### config.mk
export PLATFORM = sky130hd
export DESIGN_NAME = top_7_segments_flat
export DESIGN_NICKNAME = d
export VERILOG_FILES = /design/src/rtl/top_7_segments_if.sv /design/src/rtl/top_7_segments.sv /design/src/flat_wrapper.sv
export SDC_FILE = /design/constraint.sdc
export NUM_CORES = 1
export LEC_CHECK = 0
export BUFFER_PORTS_ARGS = -buffer_cell sky130_fd_sc_hd__buf_2
export CORE_ASPECT_RATIO = 1.1
export CORE_UTILIZATION = 52
export DETAILED_ROUTE_END_ITERATION = 6
export PLACE_DENSITY_LB_ADDON = 0.3
export SYNTH_ARGS = -nofsm -noshare
export SYNTH_HDL_FRONTEND = slang
export SYNTH_SLANG_ARGS = --single-unit
### constraint.sdc
create_clock -name clk -period 2.4 [get_ports clk]
set_input_delay 0.12 -clock clk [delete_from_list [all_inputs] [get_ports clk]]
set_output_delay 0.12 -clock clk [all_outputs]
set_load 0.005 [all_outputs]
### src/rtl/top_7_segments_if.sv
// Bus-side view of the stopwatch/display peripheral: control write port plus
// the active-low segment and digit-enable drives.
interface top_7_segments_if;
  logic [31:0] activation;
  logic        we_7seg;
  logic        a, b, c, d, e, f, g;
  logic [7:0]  AN;

  modport master (
    output activation, we_7seg,
    input  a, b, c, d, e, f, g, AN
  );

  modport slave (
    input  activation, we_7seg,
    output a, b, c, d, e, f, g, AN
  );
endinterface

### src/rtl/top_7_segments.sv
// Stopwatch peripheral: START/STOP writes control a 32-bit cycle counter, and
// the latched result is scanned onto an 8-digit common-anode hex display.
module top_7_segments #(
  parameter int REFRESH_CYCLES = 4
) (
  input logic             clk,
  input logic             rst,
  top_7_segments_if.slave bus
);

  localparam int PW = (REFRESH_CYCLES > 1) ? $clog2(REFRESH_CYCLES) : 1;
  localparam logic [PW-1:0] PRESCALE_MAX = PW'(REFRESH_CYCLES - 1);

  logic [31:0]   count;
  logic          running;
  logic [31:0]   disp;
  logic [PW-1:0] prescaler;
  logic [2:0]    digit;

  logic start, stop;
  assign start = bus.activation[0];
  assign stop  = bus.activation[1];

  // Upper control bits carry no meaning; folded here so they are visibly consumed.
  logic ctrl_unused;
  assign ctrl_unused = ^bus.activation[31:2];

  // NOTE: state registers use non-blocking assignments so every register sees
  // the pre-edge value of the others, matching the hardware it describes.
  always_ff @(posedge clk) begin
    if (rst) begin
      count     <= '0;
      running   <= 1'b0;
      disp      <= '0;
      prescaler <= '0;
      digit     <= '0;
    end else begin
      if (bus.we_7seg && stop) begin
        running <= 1'b0;
        disp    <= count;
      end else if (bus.we_7seg && start) begin
        count   <= '0;
        running <= 1'b1;
      end else if (running) begin
        count <= count + 32'd1;
      end

      if (prescaler == PRESCALE_MAX) begin
        prescaler <= '0;
        digit     <= digit + 3'd1;
      end else begin
        prescaler <= prescaler + 1'b1;
      end
    end
  end

  logic [3:0] nibble;
  logic [6:0] segs;  // {a,b,c,d,e,f,g}, 0 = lit

  assign nibble = disp[{digit, 2'b00} +: 4];

  // NOTE: the default assignment before the case keeps this block purely
  // combinational; without it a missed branch would infer a latch.
  always_comb begin
    segs = 7'b1111111;
    case (nibble)
      4'h0: segs = 7'b0000001;
      4'h1: segs = 7'b1001111;
      4'h2: segs = 7'b0010010;
      4'h3: segs = 7'b0000110;
      4'h4: segs = 7'b1001100;
      4'h5: segs = 7'b0100100;
      4'h6: segs = 7'b0100000;
      4'h7: segs = 7'b0001111;
      4'h8: segs = 7'b0000000;
      4'h9: segs = 7'b0000100;
      4'hA: segs = 7'b0001000;
      4'hB: segs = 7'b1100000;
      4'hC: segs = 7'b0110001;
      4'hD: segs = 7'b1000010;
      4'hE: segs = 7'b0110000;
      4'hF: segs = 7'b0111000;
      default: segs = 7'b1111111;
    endcase
  end

  assign {bus.a, bus.b, bus.c, bus.d, bus.e, bus.f, bus.g} = segs;
  assign bus.AN = ~(8'b1 << digit);

endmodule

### src/flat_wrapper.sv
// flat-port wrapper written by rule: the top's interface ports become plain ports
module top_7_segments_flat 
#(
  parameter int REFRESH_CYCLES = 4
)
  (clk, rst, bus_activation, bus_we_7seg, bus_a, bus_b, bus_c, bus_d, bus_e, bus_f, bus_g, bus_AN);
  top_7_segments_if bus_i ();
  input logic clk;
  input logic rst;
  input wire logic [$bits(bus_i.activation)-1:0] bus_activation;
  input wire logic [$bits(bus_i.we_7seg)-1:0] bus_we_7seg;
  output wire logic [$bits(bus_i.a)-1:0] bus_a;
  output wire logic [$bits(bus_i.b)-1:0] bus_b;
  output wire logic [$bits(bus_i.c)-1:0] bus_c;
  output wire logic [$bits(bus_i.d)-1:0] bus_d;
  output wire logic [$bits(bus_i.e)-1:0] bus_e;
  output wire logic [$bits(bus_i.f)-1:0] bus_f;
  output wire logic [$bits(bus_i.g)-1:0] bus_g;
  output wire logic [$bits(bus_i.AN)-1:0] bus_AN;
  assign bus_i.activation = bus_activation;
  assign bus_i.we_7seg = bus_we_7seg;
  assign bus_a = bus_i.a;
  assign bus_b = bus_i.b;
  assign bus_c = bus_i.c;
  assign bus_d = bus_i.d;
  assign bus_e = bus_i.e;
  assign bus_f = bus_i.f;
  assign bus_g = bus_i.g;
  assign bus_AN = bus_i.AN;
  top_7_segments #(.REFRESH_CYCLES(REFRESH_CYCLES)) u_core (.clk(clk), .rst(rst), .bus(bus_i));
endmodule
==> impl_summary.txt <==
----------------------------------------------------
[Setup path]
  CP Data Required Time ... 2.28 ns
  R2R depth ... 5
  End of the worst register-to-register path ... u_core.count[24]$_SDFFE_PP0P_
  R2R setup slack ... ~0.34 ns
  Startpoint type of the worst setup path ... flop
  Top fanout value on the critical path ... 7
  Startpoint-to-endpoint class of the critical path ... flop to output pin
  Data arrival, critical path ... approximately 2.3 ns
  Worst reg2reg startpoint ... u_core.count[0]$_SDFFE_PP0P_
  Type of element capturing the critical path ... output pin

[Clock tree]
  CTS HTree Levels ... 3
  Clock transition at the register clock pins on the worst setup and hold paths after CTS ... approximately 0.08 ns
  CTS Hold Buffers Added ... 0
  Root buffer cell ... clkbuf_8
  Number of buffers on the longest clock path ... 2
  Clock latency on the worst-skew pair ... about 0.35 ns
  Total CTS buffers ... 9
  Sinks on the clock net ... 70
  CTS tree ... done

[Place]
  Count of placed standard cells including taps ... a little over 500
  Global placement routability congestion ... 0.792
  Number of buffer cells added on primary ports ... 19
  Estimated wirelength of the detail-placed design ... 5260 um
  Cell area after placement ... 3780 um^2

[STA]
  Least-Margin Pin Slew ... 1.09 ns
  Share of the cycle needed by the critical path after routing ... 102%
  Worst clock skew ... between 0.009 and 0.01 ns
  Max-slew headroom ... 27.3%
  Highest clock rate ... slightly above 400 MHz
  Post-layout min period ... 2.44 ns
  Worst-case setup margin in the final layout ... -0.0431 ns
  Number of pins with negative max-slew slack in the final report ... 0
  Setup repair after global routing missed its margin ... true
  Aggregate negative setup slack ... -0.0919 ns
  Number of hold-slack violations in the final timing report ... 0
  Final setup violation count ... 5

[Run status]
  Failing checks ... negative setup slack
  Run status ... finished, violations left

[Finish]
  Fill cell count ... 595
  Design area ... between 4000 and 5000 um^2
  Commonest cells after routing, fill and taps aside ... nand2_1, dfxtp_1, a21oi_1, mux2i_1, buf_2
  Final std cells w/o fill ... between 500 and 600
  Share of layout cells above drive strength 1 ... 16.9%
  Total Nets Final ... 493
  Final core utilization ... 62.2%
  Number of antenna diodes ... 0
  Commonest non-fill, non-tap cell in the layout ... nand2_1
  Relative area change from synthesis to final layout ... 14.5%

[Die]
  Die height ... 89.5 um
  Initial standard-cell utilization of the core ... 54.3%
  Number of placement rows ... 31
  Placeable core area ... between 6000 and 7000 um^2
  Die ar. ... 7300 um^2
  Count of pins on the block boundary ... 50
  Width of the die ... 81.6 um

[Global routing]
  Maximum number of pins on one net before global-route repair ... 43
  Antenna violations before repair ... 0
  Wire length of the first global-routing pass ... 12800 um
  Remaining global-route overflow ... 0
  Gr usage total ... a little under a quarter
  Vias in the first global route ... approximately 2.8k

[Detailed routing]
  Post-DR vias/cell ... ~5.8
  Remaining antenna violation count after routing ... 0
  Detailed Routing Iterations Pass 1 ... 4
  Average wire per standard cell ... ~14 um
  DRC violation count after routing ... 0
  Final Routed Wirelength ... 7620 um
  Violation count after the first detailed-route iteration ... between 200 and 250
  DR vias ... roughly 3k

[Power and ir drop]
  Static leakage power ... roughly 1.4 nW
  Power density normalized to cell area ... 598 nW/um^2
  Worst vdd rail ir drop ... 0.000316 V

[Min path]
  Start point of the worst hold path ... bus_activation[0]
  Hold worst-path end ... u_core.count[1]$_SDFFE_PP0P_
  Tightest Hold Check Type ... input pin to flop
  Hold Path Stages ... 4

[Synthesis]
  Syn Inst Count ... 426
  Number of distinct library cell variants in the gate-level netlist after synthesis ... 43
  Net count after synthesis ... 475
  Synthesized area per cell ... 8.50 um^2
  Netlist area before placement ... around 3600 um^2
  Flip-flop and latch count after synthesis ... 70
  Share of synthesized area occupied by flip-flops and latches ... 38.7%
  Number of warnings printed during yosys synthesis ... 0

[Flow run]
  Maximum Capacitance Violations ... 0

----------------------------------------------------
## cell type report
cell class	count	area [um^2]	share of cell area, %
repair buffers	37	245	5.91
clock buffers	11	141	3.41
multi-input cells	314	2100	50.6
flip-flops and latches	70	1410	33.9
inverters	12	45.0	1.09
well taps	82	103	2.47
clock inverters	5	106	2.56
## cells in the mapped netlist
master | number | area (um^2)
buf_2 | 1 | 5.00
a22o_1 | 1 | 8.76
and2_1 | 3 | 18.8
nand4b_1 | 1 | 8.76
or3b_1 | 1 | 8.76
ha_1 | 14 | 175
a21o_1 | 1 | 7.51
o31ai_1 | 8 | 60.1
nand4_2 | 1 | 12.5
mux4_2 | 8 | 180
buf_4 | 1 | 7.51
mux2i_1 | 24 | 240
and4_1 | 5 | 43.8
nor4b_1 | 1 | 8.76
nor3b_1 | 3 | 22.5
o21ai_1 | 1 | 5.00
o2bb2ai_1 | 1 | 8.76
inv_1 | 11 | 41.3
nand2b_1 | 16 | 100
buf_6 | 1 | 11.3
o21bai_1 | 1 | 7.51
nand4_1 | 9 | 56.3
inv_2 | 1 | 3.75
a21oi_1 | 43 | 215
a211o_1 | 1 | 8.76
dfxtp_1 | 70 | 1400
a211oi_1 | 1 | 7.51
buf_1 | 3 | 11.3
mux2i_4 | 2 | 45.0
nor3_1 | 1 | 5.00
nand2_1 | 100 | 375
nor4_1 | 15 | 93.8
xnor2_1 | 4 | 35.0
mux2_2 | 3 | 33.8
nand3_1 | 14 | 70.1
clkbuf_1 | 24 | 90.1
or3_1 | 4 | 25.0
xor2_1 | 3 | 26.3
o21ai_0 | 3 | 15.0
or4_1 | 8 | 60.1
o21ba_2 | 1 | 10.0
and3_1 | 2 | 12.5
nor2_1 | 10 | 37.5
## what timing repair did
| action | 4_1_cts | 5_1_grt |
|---|---|---|
| cloned | 0 | 0 |
| pin swaps | 5 | 0 |
| buffers inserted | 6 | 1 |
| gates resized for setup | 17 | 1 |
| endpoints found under the setup margin | 7 | 7 |
## flip-flops by register name, indices dropped and copies added, names as in the netlist
register / count
u_core.count: 32
u_core.running: 1
u_core.disp: 32
u_core.prescaler: 2
u_core.digit: 3
## logic make-up (layout without fill, tap and decap cells)
family	after synthesis	count (layout)	synth area share, %
buffers and inverters	42	65	4.70
AOI/OAI and AO/OA	62	62	9.78
adders and majority gates	14	14	4.84
muxes	37	37	13.8
xor gates and xnor gates	7	7	1.69
and+or+nand+nor	194	194	26.5
DFF	70	70	38.7
## routing by layer
| metal | wire [um] | part of all wire, % | up-vias | track usage (%) |
|---|---|---|---|---|
| met5 | 0 | 0 | - | 0 |
| met4 | 106 | 1.4 | 0 | 9.58 |
| met3 | 324 | 4.3 | 11 | 3.98 |
| met2 | 3740 | 49 | 70 | 38.0 |
| met1 | 3460 | 45 | 1445 | 29.2 |
| li1 | - | - | 1530 | - |
## report_power, final
group	switching (mW)	total (mW)	internal [mW]
sequential	0.0107	1.18	1.17
combinational	0.0797	0.126	0.0466
clock	0.452	1.17	0.721
## stage by stage
| step | worst slack (ns) | power (mW) | hold slack [ns] |
|---|---|---|---|
| 6_report | -0.0431 | 2.48 | 0.183 |
| 4_1_cts | -0.0601 | 2.49 | 0.162 |
| 3_3_place_gp | 0.107 | 1.33 | 0.413 |
| 3_5_place_dp | 0.0344 | 1.33 | 0.424 |
| 2_1_floorplan | 0.107 | 1.30 | 0.369 |
| 5_1_grt | -0.178 | 2.56 | 0.249 |
## worst max-delay path by stage
stage / from / end / slack (ns)
floorplan: u_core.digit[0]$_SDFFE_PP0P_ / bus_a / 0.11
global placement: u_core.digit[0]$_SDFFE_PP0P_ / bus_b / 0.11
detailed placement: u_core.digit[0]$_SDFFE_PP0P_ / bus_b / 0.03
CTS: u_core.digit[0]$_SDFFE_PP0P_ / bus_b / -0.06
global route: u_core.digit[0]$_SDFFE_PP0P_ / bus_e / -0.18
finish: u_core.digit[0]$_SDFFE_PP0P_ / bus_b / -0.04
## worst max-delay path: stages, from the launching register on
cell and delay, ns:
dfxtp_4 0.41, mux4_2 0.53, mux2i_2 0.18, buf_4 0.17, ha_4 0.13, inv_2 0.03
or3_1 0.30, o21ai_1 0.09, buf_2 0.13
Note: power is estimated with default switching activity, not from simulation.
